--- config.mk ---
export PLATFORM = sky130hd
export DESIGN_NAME = rpn_evaluator_flat
export DESIGN_NICKNAME = d
export VERILOG_FILES = /design/src/rtl/rpn_evaluator_if.sv /design/src/rtl/rpn_evaluator.sv /design/src/flat_wrapper.sv
export SDC_FILE = /design/constraint.sdc
export NUM_CORES = 2
export LEC_CHECK = 0
export ABC_AREA = 1
export CAP_MARGIN = 20
export CORE_ASPECT_RATIO = 1.4
export CORE_MARGIN = 2
export CORE_UTILIZATION = 25
export DETAILED_ROUTE_END_ITERATION = 8
export SETUP_SLACK_MARGIN = 0.05
export SYNTH_ARGS = -nofsm -noshare
export SYNTH_HDL_FRONTEND = slang
export SYNTH_SLANG_ARGS = --single-unit
--- constraint.sdc ---
create_clock -name CLK -period 23.1 [get_ports CLK]
set_clock_uncertainty 0.15 [all_clocks]
set_input_delay 4.62 -clock CLK [delete_from_list [all_inputs] [get_ports CLK]]
set_output_delay 4.62 -clock CLK [all_outputs]
set_load 0.05 [all_outputs]
--- src/rtl/rpn_evaluator_if.sv ---
// rpn_evaluator_if: token-in / result-out handshake bundle for rpn_evaluator.
//   master : the token source / result sink side
//   slave  : the evaluator side
// Signals:
//   in_stb, in_data, in_is_operator  token offered by the source (held until in_ack)
//   in_ack                           one-cycle pulse, token consumed
//   result_stb, result_data, result_err  result offered to the sink (held until result_ack)
//   result_ack                       sink has taken the result
//   depth                            current operand stack occupancy
//   busy                             evaluator is not idle
interface rpn_evaluator_if #(
  parameter int WIDTH = 32,
  parameter int DEPTH = 16
);
  localparam int SPW = $clog2(DEPTH + 1);

  logic             in_stb;
  logic [WIDTH-1:0] in_data;
  logic             in_is_operator;
  logic             in_ack;
  logic             result_stb;
  logic [WIDTH-1:0] result_data;
  logic             result_err;
  logic             result_ack;
  logic [SPW-1:0]   depth;
  logic             busy;

  modport master (
    output in_stb, in_data, in_is_operator, result_ack,
    input  in_ack, result_stb, result_data, result_err, depth, busy
  );

  modport slave (
    input  in_stb, in_data, in_is_operator, result_ack,
    output in_ack, result_stb, result_data, result_err, depth, busy
  );
endinterface

--- src/rtl/rpn_evaluator.sv ---
// rpn_evaluator: evaluates a postfix token stream on an operand stack.
// Numbers are pushed; '*', '+', '-' pop two operands and push the result;
// '=' emits the single remaining operand on the result channel. Any
// malformed token (overflow, underflow, bad opcode, '=' with depth != 1)
// emits an error result and flushes the stack.
// Ports:
//   CLK  clock, all state changes on the rising edge
//   RST  synchronous active-high reset
//   bus  rpn_evaluator_if.slave (token input, result output, depth, busy)
module rpn_evaluator #(
  parameter int WIDTH = 32,
  parameter int DEPTH = 16
) (
  input logic           CLK,
  input logic           RST,
  rpn_evaluator_if.slave bus
);
  localparam int SPW = $clog2(DEPTH + 1);
  localparam int AW  = (DEPTH > 1) ? $clog2(DEPTH) : 1;

  localparam logic [2:0] OP_MUL = 3'b001;
  localparam logic [2:0] OP_ADD = 3'b010;
  localparam logic [2:0] OP_SUB = 3'b011;
  localparam logic [2:0] OP_EQ  = 3'b100;

  typedef enum logic [1:0] {IDLE, EXEC, RES_WAIT, GAP} state_t;

  state_t           state_reg;
  logic [SPW-1:0]   sp_reg;
  logic             in_ack_reg;
  logic             result_stb_reg;
  logic [WIDTH-1:0] result_data_reg;
  logic             result_err_reg;
  logic             busy_reg;

  // Operand registers: the stack is read every cycle at the two top-of-stack
  // addresses, so when an operator is accepted in IDLE both operands are
  // already registered for the EXEC cycle.
  logic [WIDTH-1:0] a_reg;
  logic [WIDTH-1:0] b_reg;
  logic [2:0]       op_reg;

  logic [WIDTH-1:0] stack_mem [DEPTH];

  logic [SPW-1:0]   sp_m1;
  logic [SPW-1:0]   sp_m2;
  logic [AW-1:0]    idx_top;
  logic [AW-1:0]    idx_below;
  logic             full;
  logic [2:0]       opcode;
  logic             tok_error;
  logic [WIDTH-1:0] alu_result;
  logic             stack_we;
  logic [AW-1:0]    stack_waddr;
  logic [WIDTH-1:0] stack_wdata;

  assign sp_m1     = sp_reg - SPW'(1);
  assign sp_m2     = sp_reg - SPW'(2);
  assign idx_top   = sp_m1[AW-1:0];
  assign idx_below = sp_m2[AW-1:0];
  assign full      = (sp_reg == SPW'(DEPTH));
  assign opcode    = bus.in_data[2:0];

  // Whether the token currently offered would fault in IDLE.
  always_comb begin
    tok_error = 1'b0;
    if (!bus.in_is_operator) begin
      tok_error = full;
    end else begin
      case (opcode)
        OP_MUL, OP_ADD, OP_SUB: tok_error = (sp_reg < SPW'(2));
        OP_EQ:                  tok_error = (sp_reg != SPW'(1));
        default:                tok_error = 1'b1;
      endcase
    end
  end

  always_comb begin
    alu_result = '0;
    case (op_reg)
      OP_MUL:  alu_result = a_reg * b_reg;
      OP_ADD:  alu_result = a_reg + b_reg;
      OP_SUB:  alu_result = a_reg - b_reg;
      default: alu_result = '0;
    endcase
  end

  // Single stack write port: a push in IDLE or the operator result in EXEC.
  always_comb begin
    stack_we    = 1'b0;
    stack_waddr = sp_reg[AW-1:0];
    stack_wdata = bus.in_data;
    if (!RST) begin
      if (state_reg == IDLE && bus.in_stb && !bus.in_is_operator && !full) begin
        stack_we = 1'b1;
      end else if (state_reg == EXEC) begin
        stack_we    = 1'b1;
        stack_waddr = idx_below;
        stack_wdata = alu_result;
      end
    end
  end

  always_ff @(posedge CLK) begin
    if (stack_we) begin
      stack_mem[stack_waddr] <= stack_wdata;
    end
  end

  always_ff @(posedge CLK) begin
    a_reg <= stack_mem[idx_below];
    b_reg <= stack_mem[idx_top];
    if (state_reg == IDLE) begin
      op_reg <= opcode;
    end
  end

  always_ff @(posedge CLK) begin
    if (RST) begin
      state_reg       <= IDLE;
      sp_reg          <= '0;
      in_ack_reg      <= 1'b0;
      result_stb_reg  <= 1'b0;
      result_data_reg <= '0;
      result_err_reg  <= 1'b0;
      busy_reg        <= 1'b0;
    end else begin
      case (state_reg)
        IDLE: begin
          if (bus.in_stb) begin
            busy_reg <= 1'b1;
            if (tok_error) begin
              // Fault: report, flush the stack, hold the token until the
              // result has been taken.
              result_data_reg <= '0;
              result_err_reg  <= 1'b1;
              result_stb_reg  <= 1'b1;
              sp_reg          <= '0;
              state_reg       <= RES_WAIT;
            end else if (!bus.in_is_operator) begin
              sp_reg     <= sp_reg + SPW'(1);
              in_ack_reg <= 1'b1;
              state_reg  <= GAP;
            end else if (opcode == OP_EQ) begin
              result_data_reg <= stack_mem[0];
              result_err_reg  <= 1'b0;
              result_stb_reg  <= 1'b1;
              sp_reg          <= '0;
              state_reg       <= RES_WAIT;
            end else begin
              state_reg <= EXEC;
            end
          end
        end
        EXEC: begin
          sp_reg     <= sp_m1;
          in_ack_reg <= 1'b1;
          state_reg  <= GAP;
        end
        RES_WAIT: begin
          if (bus.result_ack) begin
            result_stb_reg <= 1'b0;
            in_ack_reg     <= 1'b1;
            state_reg      <= GAP;
          end
        end
        GAP: begin
          // Dead cycle so the source sees in_ack and drops in_stb before
          // IDLE samples again.
          in_ack_reg <= 1'b0;
          busy_reg   <= 1'b0;
          state_reg  <= IDLE;
        end
        default: begin
          state_reg <= IDLE;
        end
      endcase
    end
  end

  assign bus.in_ack      = in_ack_reg;
  assign bus.result_stb  = result_stb_reg;
  assign bus.result_data = result_data_reg;
  assign bus.result_err  = result_err_reg;
  assign bus.depth       = sp_reg;
  assign bus.busy        = busy_reg;
endmodule
--- src/flat_wrapper.sv ---
// flat-port wrapper written by rule: the top's interface ports become plain ports
module rpn_evaluator_flat 
#(
  parameter int WIDTH = 32,
  parameter int DEPTH = 16
)
  (CLK, RST, bus_in_stb, bus_in_data, bus_in_is_operator, bus_result_ack, bus_in_ack, bus_result_stb, bus_result_data, bus_result_err, bus_depth, bus_busy);
  rpn_evaluator_if #(.WIDTH(WIDTH), .DEPTH(DEPTH)) bus_i ();
  input logic CLK;
  input logic RST;
  input wire logic [$bits(bus_i.in_stb)-1:0] bus_in_stb;
  input wire logic [$bits(bus_i.in_data)-1:0] bus_in_data;
  input wire logic [$bits(bus_i.in_is_operator)-1:0] bus_in_is_operator;
  input wire logic [$bits(bus_i.result_ack)-1:0] bus_result_ack;
  output wire logic [$bits(bus_i.in_ack)-1:0] bus_in_ack;
  output wire logic [$bits(bus_i.result_stb)-1:0] bus_result_stb;
  output wire logic [$bits(bus_i.result_data)-1:0] bus_result_data;
  output wire logic [$bits(bus_i.result_err)-1:0] bus_result_err;
  output wire logic [$bits(bus_i.depth)-1:0] bus_depth;
  output wire logic [$bits(bus_i.busy)-1:0] bus_busy;
  assign bus_i.in_stb = bus_in_stb;
  assign bus_i.in_data = bus_in_data;
  assign bus_i.in_is_operator = bus_in_is_operator;
  assign bus_i.result_ack = bus_result_ack;
  assign bus_in_ack = bus_i.in_ack;
  assign bus_result_stb = bus_i.result_stb;
  assign bus_result_data = bus_i.result_data;
  assign bus_result_err = bus_i.result_err;
  assign bus_depth = bus_i.depth;
  assign bus_busy = bus_i.busy;
  rpn_evaluator #(.WIDTH(WIDTH), .DEPTH(DEPTH)) u_core (.CLK(CLK), .RST(RST), .bus(bus_i));
endmodule
==> results.py <==
metrics = {
    "place": {
        "place_congestion": 0.892,
        "dp.cells": 7938,
        "place.port_buffers": 77,
        "hpwl_um": 112000,
    },
    "cts": {
        "cts_tree": "built",
        "cts_buffers": 55,
        "postCtsSetupBuffers": 0,
        "clock-sinks": 622,
        "clock_insertion_delay_worst_skew_ns": 0.65,
        "cts_resized": 0,
        "path_clk_slew_ns": 0.07,
        "cts-root-buf": "clkbuf_16",
        "htree_levels": 2,
        "ctsHoldBuffers": 0,
        "cts.path.max_buffers": 3,
    },
    "critical_path": {
        "path_class": "flip-flop to flip-flop",
        "path_max_fanout": 17,
        "critPathCaptureType": "flip-flop",
        "worst_setup_path_start_kind": "flip-flop",
        "cp.arrival_ns": 8.33,
        "cp.required_ns": 23.21,
    },
    "synthesis": {
        "ys_async_sr_fraction_pct": 0,
        "yosysTopAreaCellShare_pct": 32.2,
        "yosys_warnings": 0,
        "ys_types": 55,
        "synth_area_sq_mm": 0.0480,
        "synth_ff_type": "edfxtp_1",
        "ys_seq_area_share_pct": 36.7,
        "yosys-top-cells-area": "edfxtp_1 (32%), fa_1 (17%), inv_1 (8.4%)",
        "ys_seq_elements": 622,
        "synth_nets": 6240,
        "synthCells": 5628,
        "synth_area_per_cell_sq_um": 8.52,
        "synth_area_leader_cell": "edfxtp_1",
        "synth_edf_count": 515,
    },
    "route": {
        "drtIter0Drc": 3675,
        "postRouteAntennaNets": 0,
        "drt-pass1-iter-count": 6,
        "wl_per_cell_um": 20.1,
        "wl_met2_um": 81600,
        "wl_met1_um": 61500,
        "num_vias": 39500,
        "wirelength_um": 162000,
        "drc_errors": 0,
        "routed_via_density": 4.92,
        "wl_met3_um": 10900,
        "highest_layer": "met5",
    },
    "floorplan": {
        "start_util_pct": 25.1,
        "dieArea_sq_mm": 0.195,
        "row_count": 190,
        "core_region_area_sq_mm": 0.191,
        "pin_count": 78,
        "dieHeight_um": 522,
        "die_w_um": 374,
    },
    "sta": {
        "worstMarginPinSlew_ns": 1.17,
        "final-hold-violation-count": 0,
        "rsz0062_at_grt": "false",
        "period_share_pct": 35.6,
        "slew_violations": 0,
        "min_period_ns": 8.22,
        "setup_viol": 0,
        "fin_tns_setup_ns": 0,
        "max_freq_mhz": 122,
        "timing.slew.headroom_pct": 22.3,
    },
    "cells_and_area": {
        "largest_reg_flops": 512,
        "layout_common_cells": "inv_1 (1067), nand2_1 (947), o21ai_0 (628), edfxtp_1 (515), fa_1 (409)",
        "drive_above_1_share_pct": 4.78,
        "syn_to_final_growth_pct": 11.1,
        "regMostFlops": "u_core.stack_mem",
        "nNetsFinal": 6113,
        "final_common_cell": "inv_1",
        "final_cells": 8044,
    },
    "run": {
        "drv_cap": 0,
    },
    "run_status": {
        "status": "finished, final reports clean",
    },
    "global_route": {
        "overflow": 0,
        "grt_max_degree": 228,
        "grtUsageTotal_pct": 16.2,
        "antenna_found_initial": 8,
        "grt_pass1_wl_um": 243000,
        "grt_pass1_vias": 40000,
    },
    "min_path": {
        "holdCritPathClass": "flip-flop to flip-flop",
    },
}
per-stage QoR:
stage / setup slack [ns] / cell area (sq um) / util (%) / hold slack, ns
after CTS: 14.90 / 53200 / 27.9 / 0.374
after floorplan: 15.62 / 48000 / - / 0.334
final: 14.88 / 53300 / 27.9 / 0.372
after global routing: 14.56 / 53300 / 27.9 / 0.408
after detailed placement: 14.39 / 51300 / 26.8 / 0.358
after global placement: 14.47 / 51300 / 26.8 / 0.344
worst max-delay path, cell delays in order, from the launching register on:
cell	delay, ns
dfxtp_1	0.90
nand2_1	0.10
inv_1	0.12
fa_1	0.39
inv_1	0.08
fa_1	0.43
fa_1	0.48
fa_1	0.56
inv_1	0.06
fa_1	0.48
fa_1	0.58
fa_1	0.44
fa_1	0.47
ha_1	0.39
a21oi_1	0.38
o21ai_0	0.21
a21oi_1	0.20
nand3_1	0.18
or2_2	0.31
nand3_1	0.09
nand3_1	0.07
o21ai_0	0.28
inv_1	0.47
final timing paths:
path / from / endpoint / slack [ns] / cells past startpoint
worst min-delay path: u_core.bus.result_data[17] / u_core.bus.result_data[17] / 0.37 / 2
worst max register to register: u_core.a_reg[17] / u_core.stack_mem[12][24] / 14.88 / 22
worst min register to register: u_core.bus.result_data[17] / u_core.bus.result_data[17] / 0.37 / 2
worst max-delay path: u_core.a_reg[17] / u_core.stack_mem[12][24] / 14.88 / 22
cell usage after synthesis, types with 6 or more instances:
| cell | n |
|---|---|
| ha_1 | 166 |
| a31oi_1 | 16 |
| clkbuf_1 | 253 |
| a21o_1 | 12 |
| nand2_1 | 948 |
| xnor2_1 | 20 |
| edfxtp_1 | 515 |
| buf_1 | 34 |
| nor2_2 | 7 |
| nor3_1 | 20 |
| inv_1 | 1070 |
| a21oi_1 | 330 |
| o221ai_1 | 75 |
| fa_1 | 409 |
| xor2_1 | 44 |
| o21ai_0 | 628 |
| nor4_1 | 7 |
| or2_2 | 18 |
| inv_2 | 7 |
| o21bai_1 | 9 |
| nand3_1 | 190 |
| buf_2 | 47 |
| dfxtp_1 | 107 |
| nor2_1 | 406 |
| nand2_2 | 6 |
| o22ai_1 | 57 |
| o211ai_1 | 121 |
| nand4_1 | 9 |
| a22oi_1 | 33 |
metal layers:
metal,vias to the layer above,track usage [%]
li1,18000,-
met1,19500,19.1
met2,1675,29.4
met3,390,1.77
met4,8,7.52
met5,-,0
logic make-up after synthesis:
| family | after synthesis | share of synthesized area (%) |
|---|---|---|
| xor+xnor | 65 | 1.20 |
| buf+inv | 1425 | 11.4 |
| compound gates | 1311 | 15.6 |
| simple gates | 1630 | 13.8 |
| flops | 622 | 36.7 |
| fa+ha+maj | 575 | 21.4 |
layout make-up:
cell class / count / area [sq um]
repair buffers: 161 / 1430
diodes: 2 / 5.00
clock buffers: 62 / 1440
flip-flops and latches: 622 / 17600
fillers: 20400 / 138000
inverters: 1080 / 4070
clock inverters: 40 / 498
multi-input cells: 3581 / 25100
well taps: 2496 / 3120
Power is left out: the tool's default activity adds up to more than one toggle a clock period on the data nets, which glitch-free logic cannot reach.
